`src/rtl/fifo_frame_packer_if.sv`:
```
// Stream bundle between the FIFO read port, the frame packer and the host writer.
// The master side is the packer; the slave side is the FIFO plus the downstream sink.
interface fifo_frame_packer_if #(
    parameter int DATA_WIDTH = 8
);
    logic                  enable;
    logic [DATA_WIDTH-1:0] fifo_q;
    logic                  fifo_rdempty;
    logic                  fifo_rdreq;
    logic [DATA_WIDTH-1:0] out_data;
    logic                  out_valid;
    logic                  out_ready;
    logic                  out_sop;
    logic                  out_eop;
    logic                  out_padded;
    logic [15:0]           frames_sent;

    modport master (
        input  enable,
        input  fifo_q,
        input  fifo_rdempty,
        output fifo_rdreq,
        output out_data,
        output out_valid,
        input  out_ready,
        output out_sop,
        output out_eop,
        output out_padded,
        output frames_sent
    );

    modport slave (
        output enable,
        output fifo_q,
        output fifo_rdempty,
        input  fifo_rdreq,
        input  out_data,
        input  out_valid,
        output out_ready,
        input  out_sop,
        input  out_eop,
        input  out_padded,
        input  frames_sent
    );
endinterface

```
`src/rtl/fifo_frame_packer.sv`:
```
// Pops show-ahead FIFO words and emits fixed-length frames (SYNC, seq, payload, checksum)
// on a registered valid/ready stream, padding the payload when the FIFO starves.
module fifo_frame_packer #(
    parameter int                    DATA_WIDTH  = 8,
    parameter int                    FRAME_LEN   = 16,
    parameter logic [DATA_WIDTH-1:0] SYNC_WORD   = DATA_WIDTH'(8'hA5),
    parameter logic [DATA_WIDTH-1:0] PAD_WORD    = DATA_WIDTH'(8'h00),
    parameter int                    TIMEOUT_CYC = 255
) (
    input logic                 rdclk,
    input logic                 PresetFull,
    fifo_frame_packer_if.master bus
);

    localparam int LEN_W = $clog2(FRAME_LEN + 1);
    localparam int TMO_W = $clog2(TIMEOUT_CYC + 1);
    localparam logic [LEN_W-1:0] LEN_LAST = LEN_W'(FRAME_LEN - 1);
    localparam logic [TMO_W-1:0] TMO_LAST = TMO_W'(TIMEOUT_CYC - 1);

    // State names the next word to be emitted.
    localparam logic [2:0] ST_IDLE     = 3'd0;
    localparam logic [2:0] ST_HEADER   = 3'd1;
    localparam logic [2:0] ST_SEQ      = 3'd2;
    localparam logic [2:0] ST_PAYLOAD  = 3'd3;
    localparam logic [2:0] ST_CHECKSUM = 3'd4;

    logic [2:0]            state_reg,      state_next;
    logic [DATA_WIDTH-1:0] seq_reg,        seq_next;
    logic [DATA_WIDTH-1:0] csum_reg,       csum_next;
    logic [LEN_W-1:0]      len_reg,        len_next;
    logic [TMO_W-1:0]      tmo_reg,        tmo_next;
    logic                  pad_mode_reg,   pad_mode_next;
    logic [DATA_WIDTH-1:0] out_data_reg,   out_data_next;
    logic                  out_valid_reg,  out_valid_next;
    logic                  out_sop_reg,    out_sop_next;
    logic                  out_eop_reg,    out_eop_next;
    logic                  out_padded_reg, out_padded_next;
    logic [15:0]           frames_reg,     frames_next;

    logic                  load;
    logic                  pop;
    logic [DATA_WIDTH-1:0] payload_word;

    // The output register may take a new word when it is empty or being drained.
    assign load         = ~out_valid_reg | bus.out_ready;
    assign pop          = (state_reg == ST_PAYLOAD) & load & ~bus.fifo_rdempty
                          & ~pad_mode_reg & ~PresetFull;
    assign payload_word = pad_mode_reg ? PAD_WORD : bus.fifo_q;

    always_comb begin
        state_next      = state_reg;
        seq_next        = seq_reg;
        csum_next       = csum_reg;
        len_next        = len_reg;
        tmo_next        = tmo_reg;
        pad_mode_next   = pad_mode_reg;
        out_data_next   = out_data_reg;
        out_valid_next  = out_valid_reg;
        out_sop_next    = out_sop_reg;
        out_eop_next    = out_eop_reg;
        out_padded_next = out_padded_reg;
        frames_next     = frames_reg + 16'(bus.out_valid & bus.out_ready & bus.out_eop);

        // Drained with nothing to replace it: bubble, markers cleared.
        if (load) begin
            out_valid_next  = 1'b0;
            out_sop_next    = 1'b0;
            out_eop_next    = 1'b0;
            out_padded_next = 1'b0;
        end

        case (state_reg)
            ST_IDLE: begin
                if (bus.enable & ~bus.fifo_rdempty) begin
                    state_next = ST_HEADER;
                end
            end

            ST_HEADER: begin
                if (load) begin
                    out_data_next  = SYNC_WORD;
                    out_valid_next = 1'b1;
                    out_sop_next   = 1'b1;
                    csum_next      = '0;
                    len_next       = '0;
                    tmo_next       = '0;
                    pad_mode_next  = 1'b0;
                    state_next     = ST_SEQ;
                end
            end

            ST_SEQ: begin
                if (load) begin
                    out_data_next  = seq_reg;
                    out_valid_next = 1'b1;
                    state_next     = ST_PAYLOAD;
                end
            end

            ST_PAYLOAD: begin
                if (load & (~bus.fifo_rdempty | pad_mode_reg)) begin
                    out_data_next  = payload_word;
                    out_valid_next = 1'b1;
                    csum_next      = csum_reg + payload_word;
                    len_next       = len_reg + LEN_W'(1);
                    if (len_reg == LEN_LAST) begin
                        state_next = ST_CHECKSUM;
                    end
                end
                // Starvation timer counts empty cycles regardless of downstream stalls.
                if (bus.fifo_rdempty & ~pad_mode_reg) begin
                    if (tmo_reg == TMO_LAST) begin
                        pad_mode_next = 1'b1;
                        tmo_next      = '0;
                    end else begin
                        tmo_next = tmo_reg + TMO_W'(1);
                    end
                end else if (pop) begin
                    tmo_next = '0;
                end
            end

            ST_CHECKSUM: begin
                if (load) begin
                    out_data_next   = csum_reg;
                    out_valid_next  = 1'b1;
                    out_eop_next    = 1'b1;
                    out_padded_next = pad_mode_reg;
                    seq_next        = seq_reg + DATA_WIDTH'(1);
                    state_next      = ST_IDLE;
                end
            end

            default: begin
                state_next = ST_IDLE;
            end
        endcase
    end

    always_ff @(posedge rdclk or posedge PresetFull) begin
        if (PresetFull) begin
            state_reg      <= ST_IDLE;
            seq_reg        <= '0;
            csum_reg       <= '0;
            len_reg        <= '0;
            tmo_reg        <= '0;
            pad_mode_reg   <= 1'b0;
            out_data_reg   <= '0;
            out_valid_reg  <= 1'b0;
            out_sop_reg    <= 1'b0;
            out_eop_reg    <= 1'b0;
            out_padded_reg <= 1'b0;
            frames_reg     <= '0;
        end else begin
            state_reg      <= state_next;
            seq_reg        <= seq_next;
            csum_reg       <= csum_next;
            len_reg        <= len_next;
            tmo_reg        <= tmo_next;
            pad_mode_reg   <= pad_mode_next;
            out_data_reg   <= out_data_next;
            out_valid_reg  <= out_valid_next;
            out_sop_reg    <= out_sop_next;
            out_eop_reg    <= out_eop_next;
            out_padded_reg <= out_padded_next;
            frames_reg     <= frames_next;
        end
    end

    assign bus.fifo_rdreq  = pop;
    assign bus.out_data    = out_data_reg;
    assign bus.out_valid   = out_valid_reg;
    assign bus.out_sop     = out_sop_reg;
    assign bus.out_eop     = out_eop_reg;
    assign bus.out_padded  = out_padded_reg;
    assign bus.frames_sent = frames_reg;

endmodule

```
`src/flat_wrapper.sv`:
```
// flat-port wrapper written by rule: the top's interface ports become plain ports
module fifo_frame_packer_flat 
#(
    parameter int                    DATA_WIDTH  = 8,
    parameter int                    FRAME_LEN   = 16,
    parameter logic [DATA_WIDTH-1:0] SYNC_WORD   = DATA_WIDTH'(8'hA5),
    parameter logic [DATA_WIDTH-1:0] PAD_WORD    = DATA_WIDTH'(8'h00),
    parameter int                    TIMEOUT_CYC = 255
)
  (rdclk, PresetFull, bus_enable, bus_fifo_q, bus_fifo_rdempty, bus_fifo_rdreq, bus_out_data, bus_out_valid, bus_out_ready, bus_out_sop, bus_out_eop, bus_out_padded, bus_frames_sent);
  fifo_frame_packer_if #(.DATA_WIDTH(DATA_WIDTH)) bus_i ();
  input logic rdclk;
  input logic PresetFull;
  input wire logic [$bits(bus_i.enable)-1:0] bus_enable;
  input wire logic [$bits(bus_i.fifo_q)-1:0] bus_fifo_q;
  input wire logic [$bits(bus_i.fifo_rdempty)-1:0] bus_fifo_rdempty;
  output wire logic [$bits(bus_i.fifo_rdreq)-1:0] bus_fifo_rdreq;
  output wire logic [$bits(bus_i.out_data)-1:0] bus_out_data;
  output wire logic [$bits(bus_i.out_valid)-1:0] bus_out_valid;
  input wire logic [$bits(bus_i.out_ready)-1:0] bus_out_ready;
  output wire logic [$bits(bus_i.out_sop)-1:0] bus_out_sop;
  output wire logic [$bits(bus_i.out_eop)-1:0] bus_out_eop;
  output wire logic [$bits(bus_i.out_padded)-1:0] bus_out_padded;
  output wire logic [$bits(bus_i.frames_sent)-1:0] bus_frames_sent;
  assign bus_i.enable = bus_enable;
  assign bus_i.fifo_q = bus_fifo_q;
  assign bus_i.fifo_rdempty = bus_fifo_rdempty;
  assign bus_fifo_rdreq = bus_i.fifo_rdreq;
  assign bus_out_data = bus_i.out_data;
  assign bus_out_valid = bus_i.out_valid;
  assign bus_i.out_ready = bus_out_ready;
  assign bus_out_sop = bus_i.out_sop;
  assign bus_out_eop = bus_i.out_eop;
  assign bus_out_padded = bus_i.out_padded;
  assign bus_frames_sent = bus_i.frames_sent;
  fifo_frame_packer #(.DATA_WIDTH(DATA_WIDTH), .FRAME_LEN(FRAME_LEN), .SYNC_WORD(SYNC_WORD), .PAD_WORD(PAD_WORD), .TIMEOUT_CYC(TIMEOUT_CYC)) u_core (.rdclk(rdclk), .PresetFull(PresetFull), .bus(bus_i));
endmodule
```
`config.mk`:
```
export PLATFORM = sky130hd
export DESIGN_NAME = fifo_frame_packer_flat
export DESIGN_NICKNAME = d
export VERILOG_FILES = /design/src/rtl/fifo_frame_packer_if.sv /design/src/rtl/fifo_frame_packer.sv /design/src/flat_wrapper.sv
export SDC_FILE = /design/constraint.sdc
export NUM_CORES = 1
export LEC_CHECK = 0
export CAP_MARGIN = 20
export CORE_MARGIN = 3
export CORE_UTILIZATION = 54
export CTS_CLUSTER_DIAMETER = 40
export DETAILED_ROUTE_END_ITERATION = 6
export GPL_TIMING_DRIVEN = 0
export PLACE_DENSITY = 0.74
export REMOVE_ABC_BUFFERS = 1
export SLEW_MARGIN = 0
export SYNTH_ARGS = -nofsm -noshare
export SYNTH_HDL_FRONTEND = slang
export SYNTH_SLANG_ARGS = --single-unit
```
`constraint.sdc`:
```
create_clock -name rdclk -period 7.3 [get_ports rdclk]
set_input_delay 1.46 -clock rdclk [delete_from_list [all_inputs] [get_ports rdclk]]
set_output_delay 1.46 -clock rdclk [all_outputs]
set_load 0.05 [all_outputs]
```
Yosys cells after proc, flatten, opt, wreduce, memory -nomap -nowiden
Index checks and enable logic that the tools add are counted.
{ "word_totals": {"reg_bits": 61, "inputBits": 13, "word_cells": 97, "output_inout_bits": 29} }
{ "op_classes": {"n_bitwise": 15, "addsub": 5, "eq_ne": 15, "muxes": 40, "n_reduce_logical": 10} }
{ "ops": {"columns": ["operator", "n"], "rows": [
  ["$mux 8", 10],
  ["$pmux 8 s2", 2],
  ["$pmux 8 s4", 1],
  ["$mux 3", 6],
  ["$add 16x16->16", 1],
  ["$add 8x1->8 const B", 2],
  ["$and 16x1->16", 1],
  ["$mux 1", 15],
  ["$pmux 3 s5", 1],
  ["$mux 5", 2],
  ["$pmux 5 s2", 1],
  ["$add 8x8->8", 1],
  ["$and 1x1->1", 8],
  ["$eq 8x8->1 const B", 1],
  ["$ne 2x1->1 const B", 4],
  ["$ne 2x2->1 const B", 4],
  ["$eq 3x2->1 const B", 2],
  ["$reduce_and 3->1", 2],
  ["$reduce_and 6->1", 1],
  ["$add 5x1->5 const B", 1],
  ["$eq 5x4->1 const B", 1],
  ["$reduce_and 5->1", 1],
  ["$not 1->1", 4],
  ["$pmux 1 s2", 2],
  ["other kinds (10)", 11]
]} }

Logic depth before layout (Yosys ltp)
Gate-level depths: netlist of run 1.
{ "logic_depth": {"word_depth": 9, "ltp_mapped": 9, "depth_no_buf": 8} }

Worst setup path before layout of run 1
No wires, ideal clock.
{ "synth_path": {"kind": "in2out", "from": "input PresetFull", "to": "output bus_fifo_rdreq", "path_slack_ns": 1.499, "n_path_buf": 0, "path_stages": 3, "t_arrival_ns": 4.341, "path_cell_list": "inv_1 -> nand2_1 -> nor4_1"} }
{ "synth_via": {"elab_chain_len": 2} }
{ "synth_rtl": {"columns": ["item", "line_no", "rtl"], "rows": [
  ["from (decl)", "flat_wrapper.sv:13", "input logic PresetFull;"],
  ["$not 1->1", "fifo_frame_packer.sv:47", "& ~pad_mode_reg & ~PresetFull;"],
  ["$and 1x1->1", "fifo_frame_packer.sv:47", null],
  ["to (decl)", "flat_wrapper.sv:17", "output wire logic [$bits(bus_i.fifo_rdreq)-1:0] bus_fifo_rdreq;"]
]} }
No other way between the ends.

Worst setup path after layout of run 1
Same ends and word-level chain as after synthesis.

==> metrics.yaml, run 1 <==
power:
  power_w: 0.00124
  peakVddDrop_mv: 0.282
  p_leak_nw: 1.74
  power_density_mw_per_mm2: 320
clock_tree:
  hold_buffers: 0
  cts_setup_buffers: 0
  cts_tree: "yes"
  cts_htree_levels: 3
  clockRootBuffer: "clkbuf_8"
  post_cts_resized: 0
  cts_buffer_depth: 2
  clock_sinks: 61
  cts_made_buffers: 9
  clk_pin_slew_worst_paths_ns: 0.06
  clk-insertion-delay-late_ns: 0.34
global_route:
  grtUsageMet2_pct: 30.8
  grt_usage_pct: 20.9
  antenna_found_initial: 0
  grt_most_used_layer: "met2"
  grt_pass1_wl_um: 11700
  grtUsageMet1_pct: 30.0
  grt_use_met3_pct: 3.87
  grt_pass1_vias: 2441
  grt_start_max_net_pins: 36
  gr-total-overflow: 0
place:
  placed_cells: 414
  gp_congestion: 0.850
  dpl-instance-area_mm2: 0.00367
  hpwl_um: 5010
  post-place-ws_ns: 1.97
  port_buffers: 41
timing:
  layout_min_cycle_time_ns: 5.28
  finalSetupViolCount: 0
  relSlewSlack_pct: 40.4
  drv_slew: 0
  period_share_pct: 72.3
  fin_skew_ns: 0.0112
  setup_tns_ns: 0
  setup_slack_ns: 2.02
  fmax_ghz: 0.189
  rsz0062_at_grt: "false"
  worstMarginPinSlew_ns: 0.892
  hold_violations: 0
critical_path:
  worst_r2r_path_depth: 8
  crit_type: "input port to output port"
  worstReg2RegEnd: "u_core.csum_reg[6]$_DFFE_PP0P_"
  critPathLaunch: "PresetFull"
  crit_fanout: 35
  start_kind: "input port"
  cp.required_ns: 5.84
  end_kind: "output port"
  reg2reg_from: "u_core.pad_mode_reg$_DFFE_PP0P_"
  crit_arrival_ns: 3.82
  rrSetupSlack_ns: 4.80
die:
  dieArea_mm2: 0.00691
  initial_core_util_pct: 57.0
  die_y_um: 83.1
  die_width_um: 83.1
  io_pins: 42
  coreArea_mm2: 0.00564
  num_rows: 27
worst_hold_path:
  holdPathStages: 1
  hp-class: "flop to flop"
layout:
  mostFrequentLayoutCells: "61 x dfrtp_1, 41 x clkdlybuf4s50_1, 32 x nand2_1, 19 x nand3_1, 18 x xnor2_1"
  multi_input_area_mm2: 0.00160
  layout.cells.non_filler: 430
  syn_to_final_growth_pct: 20.5
  largest_reg_flops: 16
  register_area_mm2: 0.00153
  final_nets: 381
  final_area_mm2: 0.00387
  final_common_cell: "dfrtp_1"
  n_antenna_cell: 0
  drive_above_1_share_pct: 6.98
  fill_cells: 454
routing:
  routed_wl_um: 6940
  drc_errors: 0
  wl_per_cell_um: 16.1
  drt_iter0_drc: 139
  vias: 2493
  first_pass_iters: 4
  ant_nets: 0
  via_per_inst: 5.80
yosys:
  yosysWarnings: 0
  ys_ff_latch: 61
  ys_seq_area_share_pct: 47.5
  synth_top_area_share_pct: 47.5
  synth_area_per_cell_um2: 10.3
  ys_top_cells_by_area: "dfrtp_1 48%, ha_1 5.5%, xnor2_1 4.9%, nand2_1 3.7%, xor2_1 3.0%"
  yosysTopAreaCell: "dfrtp_1"
  syn-cell-area_mm2: 0.00321
  syn_inst: 311
  synth_cell_types: 45
outcome:
  outcome: "finished clean"
run:
  cap_violations: 0
[metal layers]
metal  wire [um]  up-vias  share of wire, %
met4         102        0               1.5
met5           0        -                 0
li1            -     1226                 -
met3         325        9               4.7
met2        3180       69                46
met1        3340     1189                48
[cell type report]
type | instances | area share, %
Multi-Input combinational cell | 233 | 41.2
Inverter | 6 | 0.582
Clock inverter | 5 | 1.94
Clock buffer | 11 | 3.39
Timing Repair Buffer | 42 | 11.1
Tap cell | 72 | 2.33
Sequential cell | 61 | 39.4
[cells by family (layout without fill, tap and decap cells)]
family,count (synthesis),in the layout,synth area share (%)
and+or+nand+nor,112,112,18.0
AOI/OAI and AO/OA,72,72,16.0
DFF,61,61,47.5
xor gates and xnor gates,29,29,7.90
buffers and inverters,17,64,2.80
adders and majority gates,15,15,6.07
muxes,5,5,1.75
[report_power, final]
group	leakage (nW)	total [W]	switching, W	internal, W
Sequential	0.789	0.000480	0.0000718	0.000408
Clock	0.107	0.000325	0.000134	0.000191
Combinational	0.844	0.000434	0.000262	0.000172
[worst max-delay path, cell delays in order]
cell	delay (ns)
clkdlybuf4s50_1	0.43
inv_2	0.48
buf_12	0.29
nand2_1	0.08
nor4_1	0.21
clkdlybuf4s50_1	0.86
[metrics by stage]
stage | hold WS (ns) | util, %
2_1_floorplan | 0.446 | -
6_report | 0.477 | 68.6
3_3_place_gp | 0.455 | 64.6
3_5_place_dp | 0.467 | 65.0
4_1_cts | 0.482 | 68.6
5_1_grt | 0.512 | 68.6
[how the worst max path moves through the flow]
| stage | slack (ns) | end |
|---|---|---|
| CTS | 1.97 | bus_fifo_rdreq |
| finish | 2.02 | bus_fifo_rdreq |
| detailed placement | 1.97 | bus_fifo_rdreq |
| global route | 1.85 | bus_fifo_rdreq |
| global placement | 0.91 | bus_fifo_rdreq |
| floorplan | 1.50 | bus_fifo_rdreq |
[cell usage after synthesis (all sizes together)]
master	instances
nor4	1
and4	2
a221o	1
buf	6
clkinv	1
a21oi	7
or3	2
fa	1
and2	1
nand2b	3
nand2	32
o22a	4
and2b	1
clkbuf	5
nand4	6
o21bai	1
xnor2	18
or2	2
inv	5
a22o	3
a32o	1
xor2	11
o21ai	15
nor3	7
nor2b	12
a211o	2
a211oi	6
a21o	4
dfrtp	61
nor2	14
o31ai	9
nor3b	1
nand3	19
a22oi	9
a2111oi	1
and3	8
nor4b	1
mux2	5
o2bb2ai	9
ha	14
Power figures use the tool's default switching activity.
==> run 2: changes to the inputs <==
- CORE_UTILIZATION: 54 -> 50
- PLACE_DENSITY: 0.74 -> 0.72
- clock period: 7.3 -> 4.45 ns (I/O delays scaled with it)
==> metrics.yaml, run 2 (synthesis results as in run 1) <==
clock_tree:
  clock_sinks: 61
  cts_htree_levels: 3
  clk_pin_slew_worst_paths_ns: 0.07
  cts_made_buffers: 9
  cts_tree: "yes"
  post_cts_resized: 0
  clk-insertion-delay-late_ns: 0.34
  hold_buffers: 0
  cts_buffer_depth: 2
  cts_setup_buffers: 0
  clockRootBuffer: "clkbuf_8"
critical_path:
  crit_type: "input port to output port"
  worst_r2r_path_depth: 7
  crit_end: "bus_fifo_rdreq"
  crit_chain: "clkdlybuf4s50_1, inv_2, buf_12, nand2_1, nor4_1, clkdlybuf4s50_1"
  path_depth: 6
  end_kind: "output port"
  cp_num_buf_inv: 4
  worstReg2RegEnd: "u_core.csum_reg[7]$_DFFE_PP0P_"
  crit_arrival_ns: 3.24
  critPathMaxStageDelay_ns: 0.86
  critPathLaunch: "PresetFull"
  start_kind: "input port"
  cpLargestDelayFamily: "buffers and inverters"
  rrSetupSlack_ns: 1.93
  cp.required_ns: 3.56
  crit_slowest_cell: "clkdlybuf4s50_1"
  reg2reg_from: "u_core.pad_mode_reg$_DFFE_PP0P_"
  crit_fanout: 36
  cpMostUsedCell: "clkdlybuf4s50_1"
die:
  initial_core_util_pct: 53.0
  dieArea_mm2: 0.00742
  die_y_um: 86.2
  die_width_um: 86.2
  io_pins: 42
  coreArea_mm2: 0.00606
  num_rows: 28
global_route:
  grt_pass1_vias: 2477
  grt_start_max_net_pins: 37
  grt_pass1_wl_um: 12100
  gr-total-overflow: 0
  antenna_found_initial: 0
  grt_usage_pct: 20.9
routing:
  routed_wl_um: 6990
  via_per_inst: 5.83
  drt_iter0_drc: 117
  vias: 2526
  ant_nets: 0
  wl_per_cell_um: 16.1
  first_pass_iters: 5
  drc_errors: 0
layout:
  multi_input_area_mm2: 0.00160
  largest_reg_flops: 16
  fill_cells: 489
  final_common_cell: "dfrtp_1"
  drive_above_1_share_pct: 7.54
  post-route-util_pct: 64.3
  final_nets: 381
  syn_to_final_growth_pct: 21.4
  n_antenna_cell: 0
  register_area_mm2: 0.00153
  mostFrequentLayoutCells: "61 x dfrtp_1, 41 x clkdlybuf4s50_1, 32 x nand2_1, 19 x nand3_1, 18 x xnor2_1"
worst_hold_path:
  hp-class: "flop to flop"
timing:
  period_share_pct: 92.8
  layout_min_cycle_time_ns: 4.13
  rsz0062_at_grt: "false"
  finalSetupViolCount: 0
  fin_skew_ns: 0.0106
  drv_slew: 0
  relSlewSlack_pct: 35.9
  worstMarginPinSlew_ns: 0.960
  hold_violations: 0
  setup_slack_ns: 0.319
  setup_tns_ns: 0
  fmax_ghz: 0.242
outcome:
  outcome: "finished clean"
place:
  gp_congestion: 0.831
  hpwl_um: 4960
  post-place-ws_ns: 0.204
  port_buffers: 41
power:
  power_w: 0.00206
  peakVddDrop_mv: 0.307
  p_leak_nw: 1.75
  power_density_mw_per_mm2: 528
run:
  cap_violations: 0
run 2: worst min-delay path by stage:
stage                                         startpoint                                    to  slack [ns]  depth (start not counted)
detailed placement  u_core.bus.frames_sent[15]$_DFF_PP0_  u_core.bus.frames_sent[15]$_DFF_PP0_        0.46                          1
CTS                 u_core.bus.frames_sent[15]$_DFF_PP0_  u_core.bus.frames_sent[15]$_DFF_PP0_        0.47                          1
global placement    u_core.bus.frames_sent[15]$_DFF_PP0_  u_core.bus.frames_sent[15]$_DFF_PP0_        0.46                          1
global route        u_core.bus.frames_sent[15]$_DFF_PP0_  u_core.bus.frames_sent[15]$_DFF_PP0_        0.49                          1
floorplan                  u_core.seq_reg[7]$_DFFE_PP0P_         u_core.seq_reg[7]$_DFFE_PP0P_        0.45                          1
finish              u_core.bus.frames_sent[15]$_DFF_PP0_  u_core.bus.frames_sent[15]$_DFF_PP0_        0.46                          1
run 2: per-stage QoR:
step | hold slack [ns] | area (um2) | instances
2_1_floorplan | 0.446 | 3150 | 300
3_3_place_gp | 0.457 | 3650 | 416
3_5_place_dp | 0.459 | 3670 | 417
4_1_cts | 0.471 | 3900 | 433
5_1_grt | 0.485 | 3900 | 433
6_report | 0.464 | 3900 | 433
run 2: power breakdown:
group	leakage [nW]	switching (W)	internal, W
Sequential	0.789	0.000117	0.000670
Clock	0.115	0.000221	0.000335
Combinational	0.844	0.000432	0.000284
Total	1.75	0.000770	0.00129
run 2: metal layers:
layer	global-route usage [%]	share of wire (%)
met3	4.61	6.1
met5	0	0
met2	31.1	47
met1	29.4	46
met4	8.63	1.4
run 2: layout make-up:
class,count,area share (%)
clock buffers,14,4.94
repair buffers,42,11.0
well taps,75,2.41
flip-flops and latches,61,39.1
inverters,6,0.577
multi-input cells,233,40.9
clock inverters,2,0.962
==> run 3: changes to the inputs <==
- RECOVER_POWER: default -> 100
- SKIP_LAST_GASP: default -> 1
- clock period: 4.45 -> 3.3 ns (I/O delays scaled with it)
==> metrics.yaml, run 3 (synthesis results as in run 1) <==
worst_hold_path:
  holdPathStages: 1
  holdPathEnd: "u_core.bus.frames_sent[15]$_DFF_PP0_"
  worstHoldStart: "u_core.bus.frames_sent[15]$_DFF_PP0_"
  hp-class: "flop to flop"
layout:
  largest_reg_flops: 16
  fill_cells: 493
  mostFrequentLayoutCells: "61 x dfrtp_1, 32 x nand2_1, 30 x dlygate4sd3_1, 19 x nand3_1, 18 x xnor2_1"
  n_antenna_cell: 0
  post-route-util_pct: 64.1
  final_nets: 381
  final_common_cell: "dfrtp_1"
  layout.cells.non_filler: 433
  syn_to_final_growth_pct: 20.9
  drive_above_1_share_pct: 7.26
routing:
  drc_errors: 0
  wl_per_cell_um: 16.1
  via_per_inst: 5.82
  routed_wl_um: 6980
  drt_iter0_drc: 139
  first_pass_iters: 4
  vias: 2522
  ant_nets: 0
critical_path:
  worst_r2r_path_depth: 7
  reg2reg_from: "u_core.pad_mode_reg$_DFFE_PP0P_"
  end_kind: "output port"
  start_kind: "input port"
  rrSetupSlack_ns: 0.74
  crit_type: "input port to output port"
  cp.required_ns: 2.64
  crit_arrival_ns: 2.33
  crit_fanout: 36
  worstReg2RegEnd: "u_core.csum_reg[7]$_DFFE_PP0P_"
global_route:
  grt_usage_pct: 20.9
  gr-total-overflow: 0
  antenna_found_initial: 0
  grt_pass1_vias: 2473
  grt_pass1_wl_um: 12100
  grt_start_max_net_pins: 37
timing:
  setup_slack_ns: 0.307
  hold_violations: 0
  layout_min_cycle_time_ns: 2.99
  relSlewSlack_pct: 40.4
  period_share_pct: 90.7
  fmax_ghz: 0.334
  fin_skew_ns: 0.00876
  finalSetupViolCount: 0
  rsz0062_at_grt: "false"
  setup_tns_ns: 0
  worstMarginPinSlew_ns: 0.887
  drv_slew: 0
clock_tree:
  cts_htree_levels: 3
  clock_sinks: 61
  cts_made_buffers: 9
  cts_setup_buffers: 0
  hold_buffers: 0
  cts_tree: "yes"
  clk-insertion-delay-late_ns: 0.34
  clk_pin_slew_worst_paths_ns: 0.07
  cts_buffer_depth: 2
  clockRootBuffer: "clkbuf_8"
die:
  io_pins: 42
  num_rows: 28
  die_width_um: 86.2
  die_y_um: 86.2
  coreArea_mm2: 0.00606
  initial_core_util_pct: 53.0
  dieArea_mm2: 0.00742
place:
  post-place-ws_ns: -0.486
  hpwl_um: 4960
  gp_congestion: 0.831
  placed_cells: 417
  port_buffers: 41
run:
  cap_violations: 0
power:
  p_leak_nw: 1.81
  power_density_mw_per_mm2: 707
  power_w: 0.00275
  peakVddDrop_mv: 0.412
outcome:
  outcome: "finished clean"
## run 3: cell count changes in the layout (fill, tap and decap cells not counted), sizes merged
cell	previous run	this run
clkdlybuf4s50	41	10
clkbuf	14	15
dlygate4sd3	0	30
## run 3: area by class of cell
type                            count  area, um2  share of cell area [%]
Timing Repair Buffer               42        425                    11.0
Multi-Input combinational cell    233       1580                    40.8
Tap cell                           75       93.8                    2.42
Clock buffer                       14        193                    4.96
Sequential cell                    61       1530                    39.3
Inverter                            6       25.0                   0.644
Clock inverter                      2       37.5                   0.966
## run 3: power by group
part / leakage (nW) / internal, W / switching (W)
logic: 0.906 / 0.000360 / 0.000582
registers: 0.789 / 0.000903 / 0.000155
clock network: 0.115 / 0.000452 / 0.000295
## run 3: how the worst max path moves through the flow
| stage | slack (ns) | cells after the start | from | endpoint |
|---|---|---|---|---|
| 6_report | 0.31 | 6 | PresetFull | bus_fifo_rdreq |
| 5_1_grt | 0.11 | 6 | PresetFull | bus_fifo_rdreq |
| 4_1_cts | 0.01 | 6 | PresetFull | bus_fifo_rdreq |
| 3_5_place_dp | -0.49 | 6 | PresetFull | bus_fifo_rdreq |
| 3_3_place_gp | -1.55 | 5 | PresetFull | bus_fifo_rdreq |
| 2_1_floorplan | -0.90 | 3 | PresetFull | bus_fifo_rdreq |
## run 3: metal layers
| layer | vias up | GRT usage, % | wire length (um) |
|---|---|---|---|
| met2 | 64 | 31.1 | 3250 |
| met5 | - | 0 | 0 |
| met4 | 0 | 8.63 | 100 |
| met3 | 8 | 4.61 | 389 |
| met1 | 1233 | 29.3 | 3250 |
| li1 | 1217 | - | - |
## run 3: timing repair
item                                    in CTS  in global routing
endpoints found under the setup margin       1                  1
gates resized for setup                      4                  1
pin swaps                                    0                  0
## run 3: critical path, stage by stage
cell             delay (ns)
clkdlybuf4s50_1        0.47
inv_4                  0.31
buf_12                 0.26
nand2_1                0.08
nor4_1                 0.22
clkbuf_2               0.34
## run 3: per-stage QoR
stage                     hold slack (ns)  area, um2
after floorplan                     0.446       3150
after global placement              0.457       3650
after detailed placement            0.459       3670
after CTS                           0.471       3900
after global routing                0.481       3880
final                               0.456       3880
